## config.mk

```make
export PLATFORM = sky130hd
export DESIGN_NAME = divider_feeder
export DESIGN_NICKNAME = d
export VERILOG_FILES = /design/src/rtl/divider_pkg.sv /design/src/rtl/feeder_fifo.sv /design/src/rtl/divider_feeder.sv
export SDC_FILE = /design/constraint.sdc
export NUM_CORES = 1
export LEC_CHECK = 0
export ABC_AREA = 0
export CAP_MARGIN = 20
export CORE_AREA = 3 3 152 154
export CTS_CLUSTER_SIZE = 10
export DETAILED_ROUTE_END_ITERATION = 16
export DIE_AREA = 0 0 155 157
export PLACE_DENSITY = 0.4
export SLEW_MARGIN = 25
export SYNTH_ARGS = -nofsm -noshare
export SYNTH_HDL_FRONTEND = slang
export SYNTH_HIERARCHICAL = 1
export SYNTH_SLANG_ARGS = --single-unit
```

## constraint.sdc

```tcl
create_clock -name clk -period 5.9 [get_ports clk]
set_clock_uncertainty 0.05 [all_clocks]
set_input_delay 0.885 -clock clk [delete_from_list [all_inputs] [get_ports clk]]
set_output_delay 0.885 -clock clk [all_outputs]
set_load 0.01 [all_outputs]
```

## src/rtl/divider_pkg.sv

```systemverilog
// rtl/divider_pkg.sv - shared widths, FSM states and operand type for the divider feeder
package divider_pkg;

  localparam int DIVIDEND_W  = 8;
  localparam int DIVISOR_W   = 7;
  localparam int QUOTIENT_W  = 8;
  localparam int REMAINDER_W = 7;

  localparam logic [QUOTIENT_W-1:0] DBZ_QUOTIENT = 8'hFF;

  typedef enum logic [2:0] {
    ST_IDLE,
    ST_ISSUE,
    ST_WAIT_LOW,
    ST_WAIT_HIGH,
    ST_HOLD
  } feeder_state_t;

  typedef struct packed {
    logic [DIVIDEND_W-1:0] dividend;
    logic [DIVISOR_W-1:0]  divisor;
  } operand_t;

endpackage

```

## src/rtl/feeder_fifo.sv

```systemverilog
// rtl/feeder_fifo.sv - synchronous operand FIFO with a registered head entry
module feeder_fifo #(
  parameter int DEPTH = 4,
  parameter int WIDTH = 15
) (
  input  logic                     clk,
  input  logic                     rst_n,
  input  logic                     i_push,
  input  logic [WIDTH-1:0]         i_data,
  input  logic                     i_pop,
  output logic [WIDTH-1:0]         o_head,
  output logic                     o_full,
  output logic                     o_empty,
  output logic [$clog2(DEPTH):0]   o_count
);

  localparam int AW = $clog2(DEPTH);
  localparam logic [AW:0] FULL_CNT = (AW+1)'(DEPTH);
  localparam logic [AW:0] ONE_CNT  = (AW+1)'(1);

  logic [WIDTH-1:0] r_mem [DEPTH];
  logic [AW-1:0]    r_wr_ptr;
  logic [AW-1:0]    r_rd_ptr;
  logic [AW:0]      r_count;
  logic [WIDTH-1:0] r_head;
  logic             w_push;
  logic             w_pop;
  logic [AW-1:0]    w_rd_next;

  assign o_full    = (r_count == FULL_CNT);
  assign o_empty   = (r_count == '0);
  assign o_count   = r_count;
  assign o_head    = r_head;
  assign w_push    = i_push && !o_full;
  assign w_pop     = i_pop && !o_empty;
  assign w_rd_next = r_rd_ptr + 1'b1;

  always_ff @(posedge clk) begin
    if (w_push) r_mem[r_wr_ptr] <= i_data;
  end

  always_ff @(posedge clk or negedge rst_n) begin
    if (!rst_n) begin
      r_wr_ptr <= '0;
      r_rd_ptr <= '0;
      r_count  <= '0;
      r_head   <= '0;
    end else begin
      if (w_push) r_wr_ptr <= r_wr_ptr + 1'b1;
      if (w_pop)  r_rd_ptr <= w_rd_next;
      case ({w_push, w_pop})
        2'b10:   r_count <= r_count + 1'b1;
        2'b01:   r_count <= r_count - 1'b1;
        default: ;
      endcase
      // Head tracks the oldest entry; with a single entry the next head is the incoming word.
      if (w_pop) begin
        if (r_count > ONE_CNT) r_head <= r_mem[w_rd_next];
        else if (w_push)       r_head <= i_data;
      end else if (w_push && o_empty) begin
        r_head <= i_data;
      end
    end
  end

endmodule

```

## src/rtl/divider_feeder.sv

```systemverilog
// rtl/divider_feeder.sv - queues operand pairs, drives the sequential divider, returns results
// Optional divide-by-zero bypass: FEEDER_DBZ_BYPASS_EN
module divider_feeder
  import divider_pkg::*;
#(
  parameter int DEPTH   = 4,
  parameter int TIMEOUT = 31
) (
  input  logic                   clk,
  input  logic                   reset,
  input  logic                   in_valid,
  output logic                   in_ready,
  input  logic [DIVIDEND_W-1:0]  in_dividend,
  input  logic [DIVISOR_W-1:0]   in_divisor,
  output logic                   div_start,
  output logic [DIVIDEND_W-1:0]  div_dividend,
  output logic [DIVISOR_W-1:0]   div_divisor,
  input  logic                   div_valid,
  input  logic [QUOTIENT_W-1:0]  div_quotient,
  input  logic [REMAINDER_W-1:0] div_remainder,
  output logic                   out_valid,
  input  logic                   out_ready,
  output logic [QUOTIENT_W-1:0]  out_quotient,
  output logic [REMAINDER_W-1:0] out_remainder,
  output logic                   out_dbz,
  output logic                   out_timeout,
  output logic                   busy
);

  feeder_state_t          r_state;
  feeder_state_t          w_state_next;
  operand_t               r_op;
  logic [7:0]             r_tmo_cnt;
  logic [QUOTIENT_W-1:0]  r_quot;
  logic [REMAINDER_W-1:0] r_rem;
  logic                   r_timeout;

  operand_t               w_in_op;
  operand_t               w_head;
  logic                   w_push;
  logic                   w_pop;
  logic                   w_fifo_full;
  logic                   w_fifo_empty;
  logic [$clog2(DEPTH):0] w_fifo_count;
  logic                   w_head_dbz;
  logic                   w_tmo_hit;

  assign w_in_op = {in_dividend, in_divisor};
  assign w_push  = in_valid && in_ready;

  feeder_fifo #(
    .DEPTH(DEPTH),
    .WIDTH($bits(operand_t))
  ) u_fifo (
    .clk    (clk),
    .rst_n  (reset),
    .i_push (w_push),
    .i_data (w_in_op),
    .i_pop  (w_pop),
    .o_head (w_head),
    .o_full (w_fifo_full),
    .o_empty(w_fifo_empty),
    .o_count(w_fifo_count)
  );

`ifdef FEEDER_DBZ_BYPASS_EN
  logic r_dbz;

  assign w_head_dbz = (w_head.divisor == '0);

  always_ff @(posedge clk or negedge reset) begin
    if (!reset)     r_dbz <= 1'b0;
    else if (w_pop) r_dbz <= w_head_dbz;
  end

  assign out_dbz = r_dbz;
`else
  assign w_head_dbz = 1'b0;
  assign out_dbz    = 1'b0;
`endif

  // The counter equals the number of completed wait cycles, so this is the last allowed one.
  assign w_tmo_hit = (r_tmo_cnt == 8'(TIMEOUT - 1));

  always_comb begin
    w_state_next = r_state;
    w_pop        = 1'b0;
    case (r_state)
      ST_IDLE: begin
        if (!w_fifo_empty) begin
          w_pop        = 1'b1;
          w_state_next = w_head_dbz ? ST_HOLD : ST_ISSUE;
        end
      end
      ST_ISSUE:     w_state_next = ST_WAIT_LOW;
      ST_WAIT_LOW: begin
        if (w_tmo_hit)       w_state_next = ST_HOLD;
        else if (!div_valid) w_state_next = ST_WAIT_HIGH;
      end
      ST_WAIT_HIGH: begin
        if (div_valid || w_tmo_hit) w_state_next = ST_HOLD;
      end
      ST_HOLD: begin
        if (out_ready) w_state_next = ST_IDLE;
      end
      default:      w_state_next = ST_IDLE;
    endcase
  end

  always_ff @(posedge clk or negedge reset) begin
    if (!reset) begin
      r_state   <= ST_IDLE;
      r_op      <= '0;
      r_tmo_cnt <= '0;
      r_quot    <= '0;
      r_rem     <= '0;
      r_timeout <= 1'b0;
    end else begin
      r_state <= w_state_next;
      if (w_pop) r_op <= w_head;
      case (r_state)
        ST_IDLE: begin
          if (w_pop && w_head_dbz) begin
            r_quot    <= DBZ_QUOTIENT;
            r_rem     <= w_head.dividend[REMAINDER_W-1:0];
            r_timeout <= 1'b0;
          end
        end
        ST_ISSUE: r_tmo_cnt <= '0;
        ST_WAIT_LOW, ST_WAIT_HIGH: begin
          r_tmo_cnt <= r_tmo_cnt + 1'b1;
          // A real result beats the timeout when both land in the same cycle.
          if (r_state == ST_WAIT_HIGH && div_valid) begin
            r_quot    <= div_quotient;
            r_rem     <= div_remainder;
            r_timeout <= 1'b0;
          end else if (w_tmo_hit) begin
            r_quot    <= '0;
            r_rem     <= '0;
            r_timeout <= 1'b1;
          end
        end
        default: ;
      endcase
    end
  end

  assign in_ready      = !w_fifo_full;
  assign div_start     = (r_state == ST_ISSUE);
  assign div_dividend  = r_op.dividend;
  assign div_divisor   = r_op.divisor;
  assign out_valid     = (r_state == ST_HOLD);
  assign out_quotient  = r_quot;
  assign out_remainder = r_rem;
  assign out_timeout   = r_timeout;
  assign busy          = (r_state != ST_IDLE) || (w_fifo_count != '0);

endmodule

```

## After elaboration in Yosys (flattened, before gate mapping)

Memory sizes are Yosys's and may differ from the RTL's.
Index checks and enable logic that the tools add are counted.
W data, S select, Z words.

- Bits in registers: 64
- Bits in writable memories: 60
- Bits of input ports: 35
- Output and inout bits: 36
- Memories kept: 1

- $add $sub $neg: 5
- Order comparisons: 1
- Equality and inequality tests: 13
- Multiplexer cells: 22
- Reductions and logical operators: 21

Memory list:

| memory | depth | width | rd ports | clocked after memory_dff | wr ports | line | RTL |
|---|---|---|---|---|---|---|---|
| u_fifo.r_mem | 4 | 15 | 1 | 0 | 1 | feeder_fifo.sv:21 | `logic [WIDTH-1:0] r_mem [DEPTH];` |

Operators by type and width:

| operator | count |
|---|---|
| $mux W15 | 4 |
| $mux W8 | 2 |
| $pmux W8 S2 | 1 |
| $mux W3 | 5 |
| $pmux W3 S5 | 1 |
| $mux W7 | 2 |
| $add A8 B1 Y8 const B | 1 |
| $eq A8 B5 Y1 const B | 1 |
| $reduce_bool A2 Y1 | 4 |
| $eq A3 B2 Y1 const B | 2 |
| $eq A3 B3 Y1 const B | 2 |
| $logic_not A3 Y1 | 2 |
| $mux W1 | 6 |
| $pmux W3 S2 | 1 |
| $reduce_bool A3 Y1 | 2 |
| $logic_and A1 B1 Y1 | 5 |
| $add A2 B1 Y2 const B | 2 |
| $ne A2 B2 Y1 const B | 2 |
| $reduce_and A2 Y1 | 2 |
| $reduce_and A4 Y1 | 1 |
| $add A3 B1 Y3 const B | 1 |
| $eq A3 B1 Y1 const B | 1 |
| $gt A3 B1 Y1 const B | 1 |
| $ne A3 B2 Y1 const B | 1 |
| other kinds (8) | 10 |

## Logic depth before layout (Yosys ltp)

Gate-level depths: netlist of the first run.

- Depth in word-level cells: 7
- Depth in mapped cells: 12
- Gate-level depth less buffers: 11

## Cells and area by module

The synthesis of the first run kept the hierarchy.

By module, submodules not included:

| module | instances | cells an instance | area an instance (µm²) |
|---|---|---|---|
| feeder_fifo | 1 | 181 | 3527.1 |
| divider_feeder | 1 | 167 | 1913.1 |

## Worst setup path before layout of the first run

OpenSTA, ideal clock, no wires.

- Path kind: input to register
- Start point: input port in_valid
- End point: register u_fifo.r_head[11], in the netlist u_fifo/o_head[11]
- Setup time: 0.125 ns
- Arrival: 2.548 ns
- Required time: 5.725 ns
- Path slack: 3.177 ns
- Cell stages on the path: 8
- Buffers on the path: 2
- Path through: nor2b_1 nor2b_1 clkbuf_1 inv_1 ha_1 a32oi_2 buf_4 mux2_2

- Cells in the longest elaborated chain, start to end: 5
- Elaborated cells between the ends (all ways): 6

Ends and longest elaborated chain:

| item | line | RTL |
|---|---|---|
| start, declared | divider_feeder.sv:11 | `input logic in_valid,` |
| $logic_and A1 B1 Y1 * | divider_feeder.sv:49 | `assign w_push = in_valid && in_ready;` |
| $logic_and A1 B1 Y1 * | feeder_fifo.sv:34 | `assign w_push = i_push && !o_full;` |
| $logic_and A1 B1 Y1 | feeder_fifo.sv:60 | `end else if (w_push && o_empty) begin` |
| $reduce_bool A2 Y1 (no source line) | - |  |
| $reduce_and A2 Y1 (no source line) * | - |  |
| end signal, assigned | feeder_fifo.sv:58 | `if (r_count > ONE_CNT) r_head <= r_mem[w_rd_next];` |
| end signal, assigned | feeder_fifo.sv:59 | `else if (w_push) r_head <= i_data;` |
| end signal, assigned | feeder_fifo.sv:61 | `r_head <= i_data;` |
| end, declared | feeder_fifo.sv:25 | `logic [WIDTH-1:0] r_head;` |

Every way passes the cells marked *; elsewhere a longest branch is shown, timed or not.
A chain may end at the register's enable or synchronous reset.

## Worst setup path in the final report of the first run

- Start point: register r_state[1]
- End point: output port div_start

- Cells in the longest elaborated chain, start to end: 1

Ends and longest elaborated chain:

| item | line | RTL |
|---|---|---|
| start, declared | divider_feeder.sv:30 | `feeder_state_t r_state;` |
| start signal, assigned | divider_feeder.sv:119 | `r_state <= w_state_next;` |
| $eq A3 B1 Y1 | divider_feeder.sv:149 | `assign div_start = (r_state == ST_ISSUE);` |
| end, declared | divider_feeder.sv:15 | `output logic div_start,` |

No other way between the ends.

==> results of run 1 <==
[registers in the layout (all words and copies together) (netlist names)]
signal / count
u_fifo/r_mem: 60
u_fifo/r_wr_ptr: 2
div_dividend: 8
out_quotient: 8
r_state: 3
r_tmo_cnt: 8
u_fifo/o_head: 15
u_fifo/r_rd_ptr: 2
div_divisor: 7
u_fifo/o_count: 3
out_remainder: 7
out_timeout: 1
[metrics by stage]
| stage | cells | area [µm²] | power, mW | worst slack [ns] |
|---|---|---|---|---|
| after floorplan | 348 | 5440 | 2.331 | 3.177 |
| after detailed placement | 684 | 6387 | 2.808 | 2.474 |
| after CTS | 716 | 6982 | 3.879 | 2.772 |
| after global routing | 716 | 6983 | 4.048 | 2.641 |
| after global placement | 684 | 6387 | 2.782 | 2.545 |
| final | 716 | 6983 | 3.791 | 2.804 |
[synth_stat cells (all sizes together), types with 2 or more instances]
library cell  number  area, µm²
mux2i              5      50.05
nor2               2      7.510
nor2b              4      25.02
xnor2              5      43.79
a32o               3      30.03
dfrtp             64       1602
nand2b             4      25.02
and4b              2      20.02
and2               5      31.28
o21bai             2      18.77
nand2             13      48.80
nor3               3      15.01
a21oi              2      10.01
a21o               2      15.01
edfxtp            60       1802
inv               30      112.6
mux4              15      360.3
buf               11      96.34
nand3              4      20.02
mux2              45      574.3
clkbuf             6      22.52
o21ai             22      125.1
a22oi             15      112.6
ha                12      150.1
[cells by family after synthesis]
group / Yosys count / synth area share [%]
xor gates and xnor gates: 5 / 0.8049
adders and majority gates: 12 / 2.760
DFF: 124 / 62.56
and+or+nand+nor: 42 / 4.623
AOI/OAI and AO/OA: 52 / 6.831
other: 1 / 0.06893
buffers and inverters: 47 / 4.255
muxes: 65 / 18.10
[worst paths after layout]
check	end	depth (start not counted)	slack, ns
max	div_start	3	2.80
min in group asynchronous	u_fifo/o_head[11]$_DFFE_PN0P_	2	0.62
max in group asynchronous	u_fifo/r_rd_ptr[1]$_DFFE_PN0N_	2	4.56
min	r_tmo_cnt[7]$_DFFE_PN0P_	1	0.45
max reg2reg	u_fifo/o_head[9]$_DFFE_PN0P_	10	2.91
min reg2reg	r_tmo_cnt[7]$_DFFE_PN0P_	1	0.45
[worst max-delay path, stage by stage (launching register included)]
cell and delay, ns:
sky130_fd_sc_hd__dfrtp_1 0.56, sky130_fd_sc_hd__or3b_2 0.59, sky130_fd_sc_hd__inv_1 0.07, sky130_fd_sc_hd__clkdlybuf4s50_1 0.53
[per-layer routing]
metal	vias up	track usage, %	wire [µm]
met2	73	16.67	5824
met5	-	0	0
li1	1439	-	-
met3	9	2.832	458
met1	1606	13.25	5471
met4	0	3.028	119
[final cells by class]
type	instances	area [µm²]	share of cell area, %
Clock buffer	19	454.2	6.504
Clock inverter	13	140.1	2.007
Inverter	30	112.6	1.613
Multi-Input combinational cell	177	1805	25.86
Sequential cell	124	3405	48.75
Tap cell	280	350.3	5.017
Timing Repair Buffer	73	715.7	10.25
[report_power, final]
part | total (mW) | internal, mW | switching, mW
sequential | 1.43 | 1.20 | 0.236
combinational | 1.32 | 0.754 | 0.563
clock | 1.04 | 0.649 | 0.394
==> flow_summary.ini, run 1 <==
[logic_synthesis]
synth_async_sr_flop_share_pct = 51.61
postSynthNetCount = 395
synth_edf_count = 60
dominantRegCellSynth = sky130_fd_sc_hd__dfrtp_1
syn_inst = 348
post_synth_instance_area_um2 = 5440
yosysUniqueCellTypes = 44
syn-mean-instance-area_um2 = 15.63
ys_seq_elements = 124
synth-warning-count = 6
synth_seq_area_share_pct = 62.56

[sta]
rsz0062_at_grt = false
fin_hold_ws_ns = 0.4520
timing.final.max_slew_violations = 0
fin_tns_setup_ns = 0
finalWorstPathRequiredPeriod_ns = 3.096
fmax_ghz = 0.3229
slew-limit-headroom_pct = 39.38
fin_crit_sh_pct = 52.48
hold_viol_final = 0
worstMarginPinSlew_ns = 0.9094
final_setup_violation_count = 0

[finish]
layout.nets = 470
num_antenna_cells = 0
final_cell_mix = sky130_fd_sc_hd__clkdlybuf4s50_1 (68), sky130_fd_sc_hd__dfrtp_1 (63), sky130_fd_sc_hd__edfxtp_1 (60)
finish.utilization_pct = 32.00
layout-drive-gt1-share_pct = 22.71
syn_to_final_growth_pct = 28.36
num-fill-cells = 2150
most_frequent_standard_cell_in_the_layout_excluding_fill_and_tap_cells = sky130_fd_sc_hd__clkdlybuf4s50_1

[grt]
grt_pass1_vias = 3291
initial_antenna_violation_count = 0
grt_first_pass_wirelength_um = 18930
grt_max_degree = 65
global_route.overflow_total = 0
grt_use_total_pct = 10.19

[clock_network]
clock_sink_count = 124
clock_tree.buffer_depth = 2
clock-root-buffer = sky130_fd_sc_hd__clkbuf_16
cts-htree-levels = 4
tritoncts_clock_tree = built
post_cts_repair_resize_count = 0
cts-buffers-inserted = 17
cts.clk_slew.worst_paths_ns = 0.06
cts_setup_buffers = 0
clk-insertion-delay-late_ns = 0.41
holdBufCountCts = 0

[flow_run]
maxCapViolations = 0

[detailed_routing]
drt.antenna.violating_nets = 0
first_pass_iters = 5
avgRoutedWirePerCell_um = 16.58
detailedRoute.firstIterationViolations = 147
post_drt_via_cell_ratio = 4.367
postRouteWirelength_um = 11870
drcViolationCount = 0
num_vias = 3127

[die]
die-width_um = 155
floorplan.initialDensity_pct = 24.93
core-area_um2 = 21820
die_area_um2 = 24340
floorplan.rows = 54
floorplan.io_pins = 71
vertical_extent_of_the_die_um = 157

[worst_setup_path]
worst_setup_path_startpoint = r_state[1]$_DFFE_PN0P_
crit_path_start_kind = flop
r2r-start = u_fifo/o_count[0]$_DFFE_PN0P_
crit_fanout = 14
critPathRequiredTime_ns = 4.97
cp-end-kind = output pin
setup.worst_path.class = flop to output pin
arrival_time_of_data_at_the_critical_path_endpoint_ns = 2.16

[hold_path]
hp-class = flop to flop
worstHoldStart = r_tmo_cnt[7]$_DFFE_PN0P_

[place]
hpwl_um = 7620
place.gp.congestion = 0.7081
buffer_ports.inserted = 69

[pwr]
leakage_power_summed_over_all_cells_nw = 2.738
irDropWorstVdd_v = 0.0001988
cellPowerDensity_nw_per_um2 = 542.9

[status]
status = finished, final reports clean
Note: power is estimated with default switching activity, not from simulation.
==> run 2, diff against run 1 <==
- PLACE_DENSITY: 0.4 -> 0.41
- clock period: 5.9 -> 2.8 ns (I/O delays scaled with it)
==> run 2 against run 1 <==
  * The flow now finishes with violations (hold timing)
  * Wire length decreased by 2.5%
  * Sequential share of layout area shrank 0.71 points
  * Utilization increased by 0.46 points
  * Hold slack worse by 0.46 ns
  * Sequential power up 100%
  * Register-to-register slack worse by 2.6 ns
  * Die area stayed put
  * Total power is 110% higher
  * Clock power up 110%
  * Combinational power is 130% higher
  * Clock-buffer cell count up 1
  * Critical path depth stayed put
  * Critical path type unchanged
==> flow_summary.ini, run 2 (synthesis gave the netlist of run 1 again) <==
[sta]
final_setup_violation_count = 0
hold_viol_final = 5
worstMarginPinSlew_ns = 0.7757
fin_crit_sh_pct = 90.94
slew-limit-headroom_pct = 48.29
finalWorstPathRequiredPeriod_ns = 2.546
fin_tns_setup_ns = 0
fin_hold_ws_ns = -0.003079
fmax_ghz = 0.3927
timing.final.max_slew_violations = 0
rsz0062_at_grt = false

[flow_run]
maxCapViolations = 0

[clock_network]
clk-insertion-delay-late_ns = 0.41
cts.clk_slew.worst_paths_ns = 0.05
clock_sink_count = 124
tritoncts_clock_tree = built
clock_tree.buffer_depth = 2
clock-root-buffer = sky130_fd_sc_hd__clkbuf_16
cts_setup_buffers = 0
cts-buffers-inserted = 17
cts-htree-levels = 4
post_cts_repair_resize_count = 0
holdBufCountCts = 0

[worst_setup_path]
timing.critical_path.max_delay_family = buffers and inverters
critical-path-max-stage-delay_ns = 0.54
crit_path_start_kind = flop
crit_fanout = 7
cp_slowest_cell = sky130_fd_sc_hd__or3b_2
setup.worst_path.class = flop to output pin
critical_path.n_buffers_inverters = 2
critPathRequiredTime_ns = 2.33
cp-end-kind = output pin
ff2ff_setup_slack_ns = 0.29
arrival_time_of_data_at_the_critical_path_endpoint_ns = 2.08
timing.critical_path.cells = or3b_2, inv_1, clkdlybuf4s50_1

[die]
vertical_extent_of_the_die_um = 157
floorplan.rows = 54
floorplan.io_pins = 71
die_area_um2 = 24340
die-width_um = 155
core-area_um2 = 21820
floorplan.initialDensity_pct = 24.93

[grt]
global_route.overflow_total = 0
grt_util_met2_pct = 15.76
grtUsageMet3_pct = 3.959
groute.layer.met1.usage_pct = 12.78
initial_antenna_violation_count = 0
grt_first_pass_wirelength_um = 18370
globalRoute.busiestLayer = met2
grt_pass1_vias = 3258
grt_max_degree = 39
grt_use_total_pct = 9.993

[detailed_routing]
detailedRoute.firstIterationViolations = 113
first_pass_iters = 4
num_vias = 3062
drt.antenna.violating_nets = 0
avgRoutedWirePerCell_um = 15.95
postRouteWirelength_um = 11580
post_drt_via_cell_ratio = 4.218
drcViolationCount = 0

[finish]
syn_to_final_growth_pct = 30.20
most_frequent_standard_cell_in_the_layout_excluding_fill_and_tap_cells = sky130_fd_sc_hd__clkdlybuf4s50_1
fin_cells = 726
largest_register_ffs = 60
layout-drive-gt1-share_pct = 23.09
num-fill-cells = 2134
largest_register = u_fifo/r_mem
final_cell_mix = sky130_fd_sc_hd__clkdlybuf4s50_1 (68), sky130_fd_sc_hd__dfrtp_1 (64), sky130_fd_sc_hd__edfxtp_1 (60)
num_antenna_cells = 0
layout.nets = 480

[hold_path]
hp-class = input port to async pin

[pwr]
cellPowerDensity_nw_per_um2 = 1143
irDropWorstVdd_v = 0.0004743
leakage_power_summed_over_all_cells_nw = 2.805

[place]
place.gp.congestion = 0.7317
hpwl_um = 7584
placed_cells = 694
buffer_ports.inserted = 69

[status]
failed_checks = hold timing
status = finished, violations left
==> run 2: changes by cell type in the layout (fill, tap and decap cells not counted), moves of 2 or more <==
| cell | delta |
|---|---|
| sky130_fd_sc_hd__buf_12 | +3 |
| sky130_fd_sc_hd__inv_6 | -2 |
| sky130_fd_sc_hd__clkinv_4 | +2 |
| sky130_fd_sc_hd__buf_4 | +7 |
| sky130_fd_sc_hd__clkinv_1 | +3 |
| sky130_fd_sc_hd__clkinvlp_4 | -4 |
| sky130_fd_sc_hd__clkbuf_1 | +2 |
==> run 2: layout make-up <==
| cell class | instances | area [µm²] | share of cell area, % |
|---|---|---|---|
| Sequential cell | 124 | 3403 | 48.05 |
| Multi-Input combinational cell | 177 | 1805 | 25.49 |
| Timing Repair Buffer | 83 | 828.3 | 11.69 |
| Clock buffer | 20 | 436.7 | 6.165 |
| Tap cell | 280 | 350.3 | 4.946 |
| Clock inverter | 12 | 146.4 | 2.067 |
| Inverter | 30 | 112.6 | 1.590 |
==> run 2: through the flow <==
stage	worst slack (ns)	total power [mW]	area (µm²)	util (%)
5_1_grt	0.06671	8.643	7083	32.46
4_1_cts	0.2053	8.268	7083	32.46
3_3_place_gp	0.3137	5.999	6500	29.78
3_5_place_dp	0.2898	6.040	6500	29.78
6_report	0.2538	8.093	7083	32.46
2_1_floorplan	0.09935	4.912	5440	-
==> run 2: path summary, 6_finish.rpt <==
kind	start	end	depth (start not counted)
setup / recovery	r_state[0]$_DFFE_PN0P_	div_start	3
hold / removal	reset	out_quotient[3]$_DFFE_PN0P_	1
setup reg to reg	u_fifo/o_count[1]$_DFFE_PN0P_	u_fifo/o_head[14]$_DFFE_PN0P_	10
hold reg to reg	out_timeout$_DFFE_PN0P_	out_timeout$_DFFE_PN0P_	1
max in group asynchronous	reset	div_dividend[0]$_DFFE_PN0P_	2
min in group clk	out_timeout$_DFFE_PN0P_	out_timeout$_DFFE_PN0P_	1
==> run 2: power breakdown <==
| group | internal, mW | leakage (nW) | total (mW) | switching, mW |
|---|---|---|---|---|
| combinational | 1.71 | 1.23 | 3.06 | 1.35 |
| sequential | 2.52 | 1.29 | 2.86 | 0.343 |
| clock | 1.39 | 0.285 | 2.17 | 0.782 |
==> run 2: layer usage <==
metal | part of all wire [%] | up-vias
met4 | 0.58 | 0
li1 | - | 1456
met1 | 48 | 1531
met5 | 0 | -
met2 | 47 | 70
met3 | 5.1 | 5
